===== config.mk =====
export PLATFORM = sky130hd
export DESIGN_NAME = hit_merge_queue
export DESIGN_NICKNAME = d
export VERILOG_FILES = /design/src/rtl/hit_merge_pkg.sv /design/src/rtl/hit_merge_queue_fifo.sv /design/src/rtl/hit_merge_queue.sv
export SDC_FILE = /design/constraint.sdc
export NUM_CORES = 2
export LEC_CHECK = 0
export CAP_MARGIN = 15
export CORE_MARGIN = 4
export CORE_UTILIZATION = 58
export DETAILED_ROUTE_END_ITERATION = 10
export PLACE_DENSITY = 0.76
export SYNTH_ARGS = -nofsm -noshare
export SYNTH_HDL_FRONTEND = slang
export SYNTH_SLANG_ARGS = --single-unit

===== constraint.sdc =====
create_clock -name clk -period 52.9 [get_ports clk]
set_clock_uncertainty 0.15 [all_clocks]
set_input_delay 7.935 -clock clk [delete_from_list [all_inputs] [get_ports clk]]
set_output_delay 7.935 -clock clk [all_outputs]
set_load 0.01 [all_outputs]

===== src/rtl/hit_merge_pkg.sv =====
// Shared types and defaults for the R18 -> R19 hit merge queue.
// hit_t carries one sample-test hit: AXIS position words and COLORS color
// words, each SIGFIG bits wide and moved bit-exact (RADIX fraction bits are
// only a format note; no arithmetic is done on them here).
package hit_merge_pkg;

    localparam int SIGFIG             = 24;
    localparam int RADIX              = 10;
    localparam int AXIS               = 3;
    localparam int COLORS             = 3;
    localparam int FIFO_DEPTH_DEFAULT = 16;
    localparam int HALT_SLACK_DEFAULT = 8;

    typedef struct packed {
        logic [AXIS-1:0][SIGFIG-1:0]   pos;
        logic [COLORS-1:0][SIGFIG-1:0] color;
    } hit_t;

    // Slots available to this edge's pushes; a pop on the same edge frees one.
    function automatic int free_slots(input int depth, input int count, input logic pop);
        return depth - count + (pop ? 1 : 0);
    endfunction

endpackage


===== src/rtl/hit_merge_queue_fifo.sv =====
// hit_fifo_2w1r: show-ahead FIFO of hit_t with two write ports and one read
// port. Port A is always written before port B on the same edge, and port B
// is only used together with port A. Storage is not reset; only pointers and
// count are. DEPTH must be a power of two so the pointers wrap naturally.
module hit_fifo_2w1r
    import hit_merge_pkg::*;
#(
    parameter int  DEPTH = FIFO_DEPTH_DEFAULT,
    localparam int CW    = $clog2(DEPTH + 1),
    localparam int PW    = $clog2(DEPTH)
) (
    input  logic          clk,
    input  logic          rst,
    input  logic          wr_a_en,
    input  hit_t          wr_a_data,
    input  logic          wr_b_en,
    input  hit_t          wr_b_data,
    input  logic          rd_en,
    output hit_t          head,
    output logic [CW-1:0] count,
    output logic [CW-1:0] count_next
);

    hit_t          mem [DEPTH];
    logic [PW-1:0] wr_ptr;
    logic [PW-1:0] rd_ptr;

    assign head       = mem[rd_ptr];
    assign count_next = count + CW'(wr_a_en) + CW'(wr_b_en) - CW'(rd_en);

    // Storage write: port A at wr_ptr, port B in the following slot.
    always_ff @(posedge clk) begin
        if (wr_a_en) mem[wr_ptr] <= wr_a_data;
        if (wr_b_en) mem[wr_ptr + PW'(1)] <= wr_b_data;
    end

    // Pointer and occupancy bookkeeping.
    always_ff @(posedge clk or posedge rst) begin
        if (rst) begin
            wr_ptr <= '0;
            rd_ptr <= '0;
            count  <= '0;
        end else begin
            wr_ptr <= wr_ptr + PW'(wr_a_en) + PW'(wr_b_en);
            rd_ptr <= rd_ptr + PW'(rd_en);
            count  <= count_next;
        end
    end

endmodule


===== src/rtl/hit_merge_queue.sv =====
// hit_merge_queue: merges the two R18 sample-test hit lanes into one in-order
// R19 stream for the single-port z/framebuffer writer. Lane 0 always precedes
// lane 1 when both push on the same edge. When the FIFO cannot take every
// push, lane 1 is dropped before lane 0 and overflow_R19H latches until reset.
// halt_RnnH asks the rasterizer to stop while occupancy exceeds
// FIFO_DEPTH-HALT_SLACK, leaving room for hits already in flight.
// Optional: define HIT_MERGE_STATS_EN to add the hits_in/hits_out/drops
// counters (and a periodic simulation report).
module hit_merge_queue
    import hit_merge_pkg::*;
#(
    parameter int FIFO_DEPTH = FIFO_DEPTH_DEFAULT,
    parameter int HALT_SLACK = HALT_SLACK_DEFAULT
) (
    input  logic                          clk,
    input  logic                          rst,
    input  logic [AXIS-1:0][SIGFIG-1:0]   hit_R18S,
    input  logic [COLORS-1:0][SIGFIG-1:0] color_R18U,
    input  logic                          hit_valid_R18H,
    input  logic [AXIS-1:0][SIGFIG-1:0]   hit_R18S2,
    input  logic [COLORS-1:0][SIGFIG-1:0] color_R18U2,
    input  logic                          hit_valid_R18H2,
    output logic [AXIS-1:0][SIGFIG-1:0]   hit_R19S,
    output logic [COLORS-1:0][SIGFIG-1:0] color_R19U,
    output logic                          hit_valid_R19H,
    input  logic                          hit_ready_R19H,
    output logic                          halt_RnnH,
    output logic                          overflow_R19H
`ifdef HIT_MERGE_STATS_EN
    ,
    output logic [31:0]                   hits_in_R19,
    output logic [31:0]                   hits_out_R19,
    output logic [31:0]                   drops_R19
`endif
);

    localparam int CW = $clog2(FIFO_DEPTH + 1);

    hit_t          lane0;
    hit_t          lane1;
    hit_t          head;
    hit_t          wr_a_data;
    logic          wr_a_en;
    logic          wr_b_en;
    logic [CW-1:0] count;
    logic [CW-1:0] count_next;
    logic          pop;
    logic          acc0;
    logic          acc1;
    logic          drop0;
    logic          drop1;
    int            space;

    assign lane0 = {hit_R18S, color_R18U};
    assign lane1 = {hit_R18S2, color_R18U2};

    // Head is valid whenever anything is queued; data is forced to zero when
    // empty so the outputs read as all-zero out of reset.
    assign hit_valid_R19H = (count != '0);
    assign hit_R19S       = hit_valid_R19H ? head.pos   : '0;
    assign color_R19U     = hit_valid_R19H ? head.color : '0;

    // Drop policy and lane compaction: accept lane 0 first, then lane 1, as
    // far as free space allows; a lone lane-1 hit uses write port A.
    always_comb begin
        pop       = hit_valid_R19H & hit_ready_R19H;
        space     = free_slots(FIFO_DEPTH, int'(count), pop);
        acc0      = hit_valid_R18H && (space >= 1);
        acc1      = hit_valid_R18H2 && (space >= (acc0 ? 2 : 1));
        drop0     = hit_valid_R18H & ~acc0;
        drop1     = hit_valid_R18H2 & ~acc1;
        wr_a_en   = acc0 | acc1;
        wr_b_en   = acc0 & acc1;
        wr_a_data = acc0 ? lane0 : lane1;
    end

    hit_fifo_2w1r #(
        .DEPTH (FIFO_DEPTH)
    ) u_fifo (
        .clk        (clk),
        .rst        (rst),
        .wr_a_en    (wr_a_en),
        .wr_a_data  (wr_a_data),
        .wr_b_en    (wr_b_en),
        .wr_b_data  (lane1),
        .rd_en      (pop),
        .head       (head),
        .count      (count),
        .count_next (count_next)
    );

    // Registered halt from next occupancy, and sticky overflow on any drop.
    always_ff @(posedge clk or posedge rst) begin
        if (rst) begin
            halt_RnnH     <= 1'b0;
            overflow_R19H <= 1'b0;
        end else begin
            halt_RnnH <= (count_next > CW'(FIFO_DEPTH - HALT_SLACK));
            if (drop0 | drop1) overflow_R19H <= 1'b1;
        end
    end

`ifdef HIT_MERGE_STATS_EN
    // Traffic counters: offered pushes, pops and drops, each wrapping at 2^32.
    always_ff @(posedge clk or posedge rst) begin
        if (rst) begin
            hits_in_R19  <= '0;
            hits_out_R19 <= '0;
            drops_R19    <= '0;
        end else begin
            hits_in_R19  <= hits_in_R19 + 32'(hit_valid_R18H) + 32'(hit_valid_R18H2);
            hits_out_R19 <= hits_out_R19 + 32'(pop);
            drops_R19    <= drops_R19 + 32'(drop0) + 32'(drop1);
        end
    end

`ifndef SYNTHESIS
    // Simulation-only progress report every 100000 pops.
    always_ff @(posedge clk) begin
        if (!rst && pop && (((hits_out_R19 + 32'd1) % 32'd100000) == 32'd0))
            $display("hit_merge_queue stats: in=%0d out=%0d drops=%0d",
                     hits_in_R19, hits_out_R19 + 32'd1, drops_R19);
    end
`endif
`endif

endmodule


* After elaboration in Yosys (flattened, before gate mapping)
Memories as Yosys holds them, arrays and structs flattened. Index checks and enable logic that the tools add are counted.
Cells by class: add/subtract/negate cells 9, magnitude comparators 3, mux-type cells 9, bitwise logic cells 8, reduce and logical (&&, ||, !) cells 3
Operators with widths (number):
- $mux 144 | 1
- $mux 72 | 2
- $add 4x1->4 | 3
- $add 5x1->5 | 2
- $add 6x2->7 | 1
- $ge 7x2->1 const B | 1
- $ge 7x3->1 | 1
- $sub 5x5->6 const A | 1
- $gt 5x4->1 const B | 1
- $mux 1 | 5
- $reduce_bool 5->1 | 1
- $sub 5x1->5 | 1
- $add 4x1->4 const B | 1
- $and 1x1->1 | 4
- $logic_and 1x1->1 | 2
- $mux 2 | 1
- $not 1->1 | 2
- $or 1x1->1 | 2
Storage, ports and cells: bits of input ports 293, memories kept 1, bits in writable memories 2304, register bits 15, output and inout bits 147
Memory list:
- u_fifo.mem | depth 16, width 144, read ports 1, clocked after Yosys merged registers in 0, wr ports 2, line hit_merge_queue_fifo.sv:24 | hit_t mem [DEPTH];

* Logic depth before layout (Yosys ltp)
word-level depth 14, gate-level depth with buffers 29, depth with buffers taken out 26

* Cells and area by module
A second synthesis with hierarchy kept.
Unflattened totals: cell total of the unflattened synthesis 6834, area, all modules 119636.0 sq um
Modules (own cells, without submodules):
- hit_fifo_2w1r | cells an instance 6458, instances 1, area each 116060.1 sq um
- hit_merge_queue | cells an instance 376, instances 1, area each 3575.9 sq um

* Worst setup path after synthesis
OpenSTA, ideal clock, no wires.
path type input to register, from in hit_ready_R19H, to mem u_fifo.mem[1][0] in the netlist's numbering (enable), setup slack 27.315 ns, buffers on the path 3, stages on the path 15, arrival 24.435 ns, cell sequence nor2b_1 > ha_1 > ha_1 > nand2_1 > o311ai_0 > o311ai_2 > ha_1 > nor2b_1 > a311oi_1 > o32a_1 > clkbuf_1 > buf_6 > buf_6 > maj3_2 > nor4_1
RTL lines:
- from (decl) | line hit_merge_queue.sv:26 | input logic hit_ready_R19H,
- to (decl) | line hit_merge_queue_fifo.sv:24

==> qor.txt <==
Outcome: completed
Hold Path Sink: overflow_R19H
Hold violation count in the final report: 0
Post-route DRC violation count: 0
Via count: 76970
Via density: 8.211
CP most frequent cell: buf_4
Synth async-reset ratio: 0.006468
Total CTS buffers: 230
CTS Buffer Depth: 3
Setup WS post-layout: 37940 ps
Worst Tran Pin Value: 1432 ps
Routed Antenna Nets: 0
Post-CTS Setup Inserts: 0
Worst Path Max Fanout: 50
Sequential area share after synthesis: 0.6139
H-tree depth: 4
Post-synth top flop: edfxtp_1
M1 wire length: 131400 um
Worst-path clk slew: 60 ps
Clock Latency Late Sink: 860 ps
WP data arrival: 6880 ps
GPL Wtd Cong: 0.8305
Initial antenna violation count: 54
Hold_buf cts: 0
Area growth, synth to finish: 10.66%
Post-synth EDFFs: 2304
Crit path required time: 44820 ps
Wire per inst: 42.15 um
Number of max-cap violations: 0
WL met3: 56940 um
Clock root cell: clkbuf_16
Part of the cycle the worst path needs: 0.2829
HPWL Detailed: 188800 um
Max Freq: 66.83 MHz
DR iter-0 viols: 14240
Slowest cell on crit path: buf_4
Sink Count: 2319
Hold Path Depth: 2
Max-slew violation count: 0
First-pass GRT wire length: 560600 um
Post-CTS sizing: 0
Die X: 450.0 um
Crit Path Class: flop to output pin
Crit. End Element: output pin
Die H: 450.0 um
Die area: 202500 sq um
Share of cells above drive strength 1: 0.1812
Placed cells: 8908
Number of port buffers: 439
RSZ-0062 raised after global routing: false
Post-layout util: 0.6484
Slowest Stage Delay on Critical Path: 960 ps
Highest routing layer actually used: met5
Pre-CTS setup slack: 37340 ps
Vias in the first global route: 76480
Slew Limit Headroom: 0.04506
CP cell instances: buf_4, buf_4, buf_4, buf_4, mux4_2, mux4_2, and2_1, clkdlybuf4s50_1
Tmin final: 14960 ps
NumNets Final: 6926
Initial core utilization: 0.5859
CTS tree: yes
Routed wire length: 395100 um
Worst r2r path cells: 20
Leakage dissipation: 0.03834 uW
Synth area leader: edfxtp_1
GRT overflow: 0
Startpoint Class: flop
Final setup fails: 0
Mapped Area: 113300 sq um
Synth Warn #: 0
Peak supply drop: 0.00006868 V
Worst r2r src: u_fifo.count[0]
Largest cells by area after synthesis: edfxtp_1, o2bb2ai_1, mux4_2
Core Area: 193400 sq um
Reg-to-reg critical path endpoint: u_fifo.mem[8][105]
Largest net degree at the start of global routing: 134
Routed met2 length: 181600 um
I/O Pins: 440
TritonRoute pass-1 iters: 8
Mapped Cells: 6907
Cell variety after synth: 48
Global-route usage over all layers: 0.3836
# rows: 161
Final non-filler cell total: 9374
Hold Crit Start: overflow_R19H
Slack of the worst reg-to-reg path: 44390 ps
Syn avg cell area: 16.41 sq um
Hold WC Path Type: flop to flop
Top-area cell type share of the netlist area: 0.6106
Syn_nets: 7219
Pwr Density: 58.65 nW/um^2
Setup Total Neg Slack: 0 ps
Synth Register Bits: 2319
==> critical path, delay by kind of cell (launching register included) <==
kind,cells,cell delay [ps]
buffers and inverters,5,3900
flip-flops,1,660
multiplexers,2,1080
AND/OR/NAND/NOR,1,210
==> synth_stat cells, types with 6 or more instances <==
cell type and number:
and2_1 146, buf_1 225, buf_2 360, buf_4 20
clkbuf_1 506, dfrtp_1 15, edfxtp_1 2304, ha_1 16
inv_1 17, mux4_2 720, nand2_1 164, nand3_1 7
nor2_1 9, nor2_2 7, nor2_4 9, o21ai_2 16
o2bb2ai_1 2304, xnor2_1 6
==> metrics by stage <==
| stage | area [sq um] | total power, uW | hold WS (ps) |
|---|---|---|---|
| 2_1_floorplan | 113300 | 4554 | 326.5 |
| 3_3_place_gp | 118000 | 5633 | 378.4 |
| 3_5_place_dp | 118000 | 5692 | 388.2 |
| 4_1_cts | 125300 | 7289 | 403.2 |
| 5_1_grt | 125300 | 7540 | 454.1 |
| 6_report | 125400 | 7354 | 391.7 |
==> how the worst max path moves through the flow <==
| stage | end | from | slack, ps |
|---|---|---|---|
| floorplan | u_fifo.mem[1][0] | hit_ready_R19H | 27310 |
| global placement | u_fifo.mem[8][105] | hit_ready_R19H | 37400 |
| detailed placement | u_fifo.mem[8][27] | hit_ready_R19H | 37340 |
| global route | color_R19U[44] | u_fifo.rd_ptr[0] | 37440 |
| CTS | color_R19U[44] | u_fifo.rd_ptr[0] | 37790 |
| finish | color_R19U[44] | u_fifo.rd_ptr[0] | 37940 |
==> cell usage in the layout, fill, tap and decap left out, types with 5 or more instances in the layout <==
cell type,instances
and2_1,146
buf_12,29
buf_4,120
bufinv_16,21
clkbuf_1,62
clkbuf_16,236
clkdlybuf4s50_1,439
clkinv_1,57
clkinv_2,27
clkinvlp_4,8
dfrtp_1,11
diode_2,44
edfxtp_1,2304
ha_1,16
inv_1,17
inv_6,5
mux4_2,720
nand2_1,164
nand3_1,7
nor2_1,8
nor2_4,17
o21ai_0,5
o21ai_4,16
o2bb2ai_1,2304
xnor2_1,6
==> routing by layer <==
layer	vias to the layer above	track usage
li1	28800	-
met1	39040	0.5048
met2	7716	0.5807
met3	1401	0.1016
met4	16	0.2264
met5	-	0.004025
==> flip-flops by register name (all words and copies together) (netlist names) <==
register       flops
halt_RnnH          1
overflow_R19H      1
u_fifo.count       5
u_fifo.mem      2304
u_fifo.rd_ptr      4
u_fifo.wr_ptr      4
==> layout make-up <==
| class | count | area [sq um] |
|---|---|---|
| flip-flops and latches | 2319 | 69580 |
| fillers | 13160 | 68000 |
| multi-input cells | 3456 | 39270 |
| clock buffers | 298 | 6138 |
| repair buffers | 588 | 5876 |
| well taps | 2526 | 3161 |
| clock inverters | 124 | 1177 |
| diodes | 44 | 110.1 |
| inverters | 19 | 83.83 |
==> report_power, final <==
| group | internal (uW) | switching (uW) | total (uW) |
|---|---|---|---|
| Combinational | 1310 | 1880 | 3190 |
| Sequential | 2450 | 92.1 | 2540 |
| Clock | 916 | 709 | 1630 |
| Total | 4680 | 2680 | 7350 |
==> logic make-up (layout without fill, tap and decap cells) <==
group / Yosys count / in the layout / synth area share
and+or+nand+nor: 363 / 363 / 0.01666
muxes: 720 / 720 / 0.1431
other: 0 / 44 / 0
AOI/OAI and AO/OA: 2344 / 2344 / 0.1809
adders and majority gates: 20 / 20 / 0.002396
buffers and inverters: 1132 / 1029 / 0.04227
DFF: 2319 / 2319 / 0.6139
xor gates and xnor gates: 9 / 9 / 0.0007620
No activity file was read; power rests on OpenSTA's default activity.
